`src/rtl/memu_pkg.sv`:
```
// memu_pkg: shared types and helpers for the memory-access stage.
//   - BUS_64        : data bus width
//   - mem_size_e    : access size encoding (byte/half/word/double)
//   - memu_state_e  : stage FSM states
//   - size_mask()   : byte-strobe mask for an access size, LSB-justified
//   - align_bits()  : low address bits that must be zero for a naturally aligned access
package memu_pkg;

    localparam int unsigned BUS_64 = 64;

    typedef enum logic [1:0] {
        MemSizeB = 2'd0,
        MemSizeH = 2'd1,
        MemSizeW = 2'd2,
        MemSizeD = 2'd3
    } mem_size_e;

    typedef enum logic [1:0] {
        StIdle = 2'd0,
        StReq  = 2'd1,
        StWait = 2'd2,
        StDone = 2'd3
    } memu_state_e;

    function automatic logic [7:0] size_mask(input logic [1:0] size);
        logic [7:0] m;
        unique case (mem_size_e'(size))
            MemSizeB: m = 8'h01;
            MemSizeH: m = 8'h03;
            MemSizeW: m = 8'h0F;
            default:  m = 8'hFF;
        endcase
        return m;
    endfunction

    function automatic logic [2:0] align_bits(input logic [1:0] size);
        logic [2:0] a;
        unique case (mem_size_e'(size))
            MemSizeB: a = 3'b000;
            MemSizeH: a = 3'b001;
            MemSizeW: a = 3'b011;
            default:  a = 3'b111;
        endcase
        return a;
    endfunction

endpackage

```
`src/rtl/memu_lsext.sv`:
```
// memu_lsext: combinational load aligner / extender.
// Shifts the 64-bit bus word down by the byte offset, truncates to the access
// size and sign- or zero-extends back to 64 bits.
//   rdata       in  64  raw bus read data
//   off         in  3   byte offset within the doubleword
//   size        in  2   access size (mem_size_e)
//   is_unsigned in  1   zero-extend instead of sign-extend
//   ext_data    out 64  aligned, extended load result
module memu_lsext
    import memu_pkg::*;
(
    input  logic [BUS_64-1:0] rdata,
    input  logic [2:0]        off,
    input  logic [1:0]        size,
    input  logic              is_unsigned,
    output logic [BUS_64-1:0] ext_data
);

    logic [BUS_64-1:0] raw;

    always_comb begin
        raw      = rdata >> {off, 3'b000};
        ext_data = raw;
        unique case (mem_size_e'(size))
            MemSizeB: ext_data = is_unsigned ? {56'b0, raw[7:0]}
                                             : {{56{raw[7]}}, raw[7:0]};
            MemSizeH: ext_data = is_unsigned ? {48'b0, raw[15:0]}
                                             : {{48{raw[15]}}, raw[15:0]};
            MemSizeW: ext_data = is_unsigned ? {32'b0, raw[31:0]}
                                             : {{32{raw[31]}}, raw[31:0]};
            default:  ext_data = raw;
        endcase
    end

endmodule

```
`src/rtl/memu.sv`:
```
// memu: memory-access stage between EX and wbU.
// Accepts one instruction from EX (valid/ready), passes non-memory results
// through after one register stage, and runs a single 64-bit data-bus
// transaction for loads/stores. Results go to wbU with a one-cycle
// wb_valid_o strobe; rd_o/rd_wen_o/rd_wdata_o hold between strobes.
// Optional macro MEMU_MISALIGN_EXC_EN: misaligned accesses skip the bus and
// report misalign_o with the strobe; when undefined, the low address bits are
// forced to size alignment instead.
// Ports:
//   clk, rst                 clock, async active-high reset
//   ex_*                     instruction from EX; ex_ready_o high only in IDLE
//   mem_*                    load/store controls, address, store data
//   dbus_*                   data bus request/response
//   wb_valid_o, rd_*         result to wbU
//   misalign_o               misalignment flag (macro builds only)
module memu
    import memu_pkg::*;
(
    input  logic              clk,
    input  logic              rst,
    input  logic              ex_valid_i,
    output logic              ex_ready_o,
    input  logic [4:0]        ex_rd_i,
    input  logic              ex_rd_wen_i,
    input  logic [BUS_64-1:0] ex_rd_wdata_i,
    input  logic              mem_ren_i,
    input  logic              mem_wen_i,
    input  logic [BUS_64-1:0] mem_addr_i,
    input  logic [1:0]        mem_size_i,
    input  logic              mem_unsigned_i,
    input  logic [BUS_64-1:0] mem_wdata_i,
    output logic              dbus_req_o,
    input  logic              dbus_ready_i,
    output logic              dbus_we_o,
    output logic [BUS_64-1:0] dbus_addr_o,
    output logic [BUS_64-1:0] dbus_wdata_o,
    output logic [7:0]        dbus_wstrb_o,
    input  logic              dbus_rvalid_i,
    input  logic [BUS_64-1:0] dbus_rdata_i,
    output logic              wb_valid_o,
    output logic [4:0]        rd_o,
    output logic              rd_wen_o,
`ifdef MEMU_MISALIGN_EXC_EN
    output logic              misalign_o,
`endif
    output logic [BUS_64-1:0] rd_wdata_o
);

    memu_state_e state_q, state_d;

    // Latched transaction
    logic              is_load_q;
    logic              we_q;
    logic [2:0]        off_q;
    logic [1:0]        size_q;
    logic              uns_q;
    logic [4:0]        pend_rd_q;
    logic              pend_wen_q;
    logic [BUS_64-1:0] dbus_addr_q;
    logic [BUS_64-1:0] dbus_wdata_q;
    logic [7:0]        dbus_wstrb_q;

    // Result register
    logic [4:0]        rd_q;
    logic              rd_wen_q;
    logic [BUS_64-1:0] rd_wdata_q;

    logic              accept;
    logic              is_mem_in;
    logic              is_load_in;
    logic              wen_in;
    logic              misalign_in;
    logic [2:0]        off_in;
    logic [BUS_64-1:0] load_data;

    assign accept     = ex_valid_i && (state_q == StIdle);
    assign is_mem_in  = mem_ren_i || mem_wen_i;
    assign is_load_in = mem_ren_i;  // load wins when both are set
    // Stores never write rd; x0 is never written.
    assign wen_in     = ex_rd_wen_i && (ex_rd_i != 5'd0) && !(is_mem_in && !is_load_in);

`ifdef MEMU_MISALIGN_EXC_EN
    logic misalign_q;
    assign misalign_in = is_mem_in && ((mem_addr_i[2:0] & align_bits(mem_size_i)) != 3'b000);
    assign off_in      = mem_addr_i[2:0];
    assign misalign_o  = misalign_q && (state_q == StDone);
`else
    assign misalign_in = 1'b0;
    assign off_in      = mem_addr_i[2:0] & ~align_bits(mem_size_i);
`endif

    memu_lsext u_lsext (
        .rdata       (dbus_rdata_i),
        .off         (off_q),
        .size        (size_q),
        .is_unsigned (uns_q),
        .ext_data    (load_data)
    );

    always_comb begin
        state_d = state_q;
        unique case (state_q)
            StIdle: begin
                if (accept) begin
                    state_d = (!is_mem_in || misalign_in) ? StDone : StReq;
                end
            end
            StReq:  if (dbus_ready_i) state_d = StWait;
            StWait: if (dbus_rvalid_i) state_d = StDone;
            StDone: state_d = StIdle;
            default: state_d = StIdle;
        endcase
    end

    always_ff @(posedge clk or posedge rst) begin
        if (rst) begin
            state_q <= StIdle;
        end else begin
            state_q <= state_d;
        end
    end

    always_ff @(posedge clk or posedge rst) begin
        if (rst) begin
            is_load_q    <= 1'b0;
            we_q         <= 1'b0;
            off_q        <= 3'b0;
            size_q       <= 2'b0;
            uns_q        <= 1'b0;
            pend_rd_q    <= 5'b0;
            pend_wen_q   <= 1'b0;
            dbus_addr_q  <= '0;
            dbus_wdata_q <= '0;
            dbus_wstrb_q <= 8'b0;
            rd_q         <= 5'b0;
            rd_wen_q     <= 1'b0;
            rd_wdata_q   <= '0;
`ifdef MEMU_MISALIGN_EXC_EN
            misalign_q   <= 1'b0;
`endif
        end else begin
            if (accept) begin
`ifdef MEMU_MISALIGN_EXC_EN
                misalign_q <= misalign_in;
`endif
                if (!is_mem_in || misalign_in) begin
                    // Result is known now; publish it for the DONE strobe.
                    rd_q     <= ex_rd_i;
                    rd_wen_q <= wen_in && !misalign_in;
                    if (!is_mem_in) begin
                        rd_wdata_q <= ex_rd_wdata_i;
                    end
                end else begin
                    is_load_q    <= is_load_in;
                    we_q         <= !is_load_in;
                    off_q        <= off_in;
                    size_q       <= mem_size_i;
                    uns_q        <= mem_unsigned_i;
                    pend_rd_q    <= ex_rd_i;
                    pend_wen_q   <= wen_in;
                    dbus_addr_q  <= {mem_addr_i[BUS_64-1:3], 3'b000};
                    dbus_wdata_q <= is_load_in ? '0 : (mem_wdata_i << {off_in, 3'b000});
                    dbus_wstrb_q <= is_load_in ? 8'b0 : (size_mask(mem_size_i) << off_in);
                end
            end
            if ((state_q == StWait) && dbus_rvalid_i) begin
                rd_q     <= pend_rd_q;
                rd_wen_q <= pend_wen_q;
                if (is_load_q) begin
                    rd_wdata_q <= load_data;
                end
            end
        end
    end

    assign ex_ready_o   = (state_q == StIdle);
    assign dbus_req_o   = (state_q == StReq);
    assign dbus_we_o    = we_q && (state_q == StReq);
    assign dbus_addr_o  = dbus_addr_q;
    assign dbus_wdata_o = dbus_wdata_q;
    assign dbus_wstrb_o = dbus_wstrb_q;
    assign wb_valid_o   = (state_q == StDone);
    assign rd_o         = rd_q;
    assign rd_wen_o     = rd_wen_q;
    assign rd_wdata_o   = rd_wdata_q;

endmodule

```
`config.mk`:
```
export PLATFORM = sky130hd
export DESIGN_NAME = memu
export DESIGN_NICKNAME = d
export VERILOG_FILES = /design/src/rtl/memu_pkg.sv /design/src/rtl/memu_lsext.sv /design/src/rtl/memu.sv
export SDC_FILE = /design/constraint.sdc
export NUM_CORES = 1
export LEC_CHECK = 0
export CORE_AREA = 2 2 225 227
export CTS_BUF_LIST = sky130_fd_sc_hd__clkbuf_2
export DETAILED_ROUTE_END_ITERATION = 8
export DIE_AREA = 0 0 227 229
export PLACE_DENSITY = 0.58
export SLEW_MARGIN = 20
export SYNTH_ARGS = -nofsm -noshare
export SYNTH_HDL_FRONTEND = slang
export SYNTH_SLANG_ARGS = --single-unit
export TNS_END_PERCENT = 50
```
`constraint.sdc`:
```
create_clock -name clk -period 10.6 [get_ports clk]
set_input_delay 2.12 -clock clk [delete_from_list [all_inputs] [get_ports clk]]
set_output_delay 2.12 -clock clk [all_outputs]
set_load 0.02 [all_outputs]
```
==> metrics <==
outcome=completed; Post-synth ARST share=100%; IO buf count=478; Fin Setup TNS=0 ns; Max Buffers Root-to-Sink=3; Setup crit end kind=output pin; DR iter-0 viols=660; Synth area leaders=dfrtp_1 45%, mux2i_1 13%, mux2_2 8.1%; worst skew pair latency=1.02 ns; # DRC=0; most numerous cell in the Yosys netlist=dfrtp_1; Fin Clk Skew=0.0845 ns; # setup viols final=0; TritonCTS clock tree=built; hold violation count in the final report=0; Core Region=49700 um2; wire length of the first global-routing pass=76.8 mm; Setup crit start kind=flop; Simple-Gate Fraction of Synth Area=9.21%; WHS=0.478 ns; Hold Path Class=reg2reg; # rows=82; pin count of the biggest net entering global routing=95; flops & latches, synth=219; Mapped Cells=1148; die width=227 um; VDD IR max=0.111 mV; Yosys cell types=58; Post-synth top flop=dfrtp_1; Max Fclk=213 MHz; number of synthesized flops with an enable pin=0; H-tree Lvls=3; max-capacitance violation count=0; post-synth top area cell=dfrtp_1; cts repair resizes=0; post-synthesis mux area share=26.3%; Clock transition at path regs=0.10 ns; Synth-to-Final Area Change=48.6%; Via-to-Cell Ratio=4.94; crit path max fanout=4; grt total ovfl=0; WP data arrival=2.57 ns; Synth Area in XOR/XNOR=0%; Num CTS Buffers=71; vias in the first global route=12200; share of cells above drive strength 1=16.1%; Mapped Avg Cell Area=10.7 um2; largest family of logic cells by synthesized area=multiplexers; sequential fraction of the synthesis area=44.6%; die height=229 um; Max-Slew Margin vs Limit=32.2%; post-synth top area share=44.6%; antenna-violating nets left=0; Adder-Cell Fraction of Synth Area=0.407%; synth cell count leaders=219 x dfrtp_1, 162 x nand2_1, 161 x mux2i_1; period utilization=44.3%; CTS root buf=clkbuf_2; unrepaired setup endpoints after global routing=no; # fillers=5056; Leak Pwr=7.51 nW; Hold-fix buffers, CTS=0; GPL Wtd Cong=0.863; WP data required=8.48 ns; Final nets=1900; Starting Density=24.8%; Crit Path Class=reg2out; initial antenna violation count=6; die area=52000 um2; TritonRoute pass-1 iters=5; num ports=482; total track usage=19.7%; DP Wirelength=38.5 mm; Pwr Density=272 nW/um2; final WL=52.3 mm; Compound-Gate Fraction of Synth Area=15.0%; worst slew pin tran=1.02 ns; routed length per instance=22.2 um; synthesized area=12300 um2; DR vias=11600; synthesis warning total=0; final slew viol count=0; crit path time final=4.69 ns; setup bufs post-CTS=0; TritonCTS sink count=219
-- worst max-delay path, stage by stage (launching register included) --
cell             delay, ns
dfrtp_1               0.42
inv_1                 0.10
ha_1                  0.23
and2_1                0.15
clkdlybuf4s50_1       0.67
-- flip-flops by register name, indices dropped and copies added, names as in the netlist, 2 cells and up --
name and count:
rd_o 5, size_q 2, dbus_wdata_o 64, dbus_addr_o 61, off_q 3, dbus_wstrb_o 8
rd_wdata_o 64, state_q 2, pend_rd_q 5
-- layer usage --
layer	share of wire (%)	global-route usage, %	up-vias
met5	0.11	0	-
met4	4.5	9.25	8
li1	-	-	5216
met2	48	32.9	581
met1	38	22.4	5664
met3	9.8	7.15	145
-- layout make-up --
class	count	area [um2]	share of cell area [%]
multi-input cells	821	6300	34.5
diodes	6	15.0	0.0821
clock inverters	24	133	0.726
well taps	672	841	4.60
inverters	10	45.0	0.246
repair buffers	501	4960	27.1
clock buffers	100	500	2.74
flip-flops and latches	219	5490	30.0
-- placed cells by master, fill, tap and decap left out, drive strengths merged, types with 27 or more instances in the layout --
| cell | n |
|---|---|
| mux2 | 88 |
| clkdlybuf4s50 | 478 |
| a31oi | 37 |
| a21oi | 43 |
| nor2 | 61 |
| mux2i | 162 |
| nand2 | 162 |
| dfrtp | 219 |
| clkbuf | 100 |
| mux4 | 27 |
| a22oi | 43 |
| o21ai | 64 |
-- logic make-up after synthesis --
family,count (synthesis)
AO/OA/AOI/OAI,270
adder cells (fa/ha/maj),4
multiplexers,277
buffers and inverters,110
flip-flops,219
AND/OR/NAND/NOR,267
other,1
-- where the power goes --
| group | internal, W | switching, W | total (W) | leakage (nW) |
|---|---|---|---|---|
| clock network | 0.000280 | 0.000427 | 0.000707 | 0.486 |
| logic | 0.00129 | 0.00150 | 0.00278 | 4.32 |
| registers | 0.00123 | 0.000252 | 0.00149 | 2.70 |
-- worst paths after layout --
check,start,cells past startpoint,slack [ns],to
worst min-delay path,pend_wen_q,2,0.48,rd_wen_o
max in group asynchronous,rst,3,7.42,rd_wdata_o[59]
worst min register to register,pend_wen_q,2,0.48,rd_wen_o
worst max register to register,off_q[2],7,7.28,rd_wdata_o[63]
min in group asynchronous,rst,2,1.60,dbus_addr_o[12]
worst max-delay path,state_q[1],4,5.91,dbus_we_o
-- stage by stage --
step / std cells / area, um2 / setup slack [ns] / utilization (%) / power [W]
final: 2353 / 18300 / 5.91 / 36.8 / 0.00497
after global routing: 2352 / 18300 / 5.62 / 36.8 / 0.00530
after CTS: 2347 / 18300 / 5.67 / 36.8 / 0.00504
after detailed placement: 2223 / 17600 / 5.66 / 35.5 / 0.00430
after global placement: 2223 / 17600 / 5.67 / 35.5 / 0.00428
after floorplan: 1150 / 12300 / 2.49 / - / 0.00301
No activity file was read; power rests on OpenSTA's default activity.
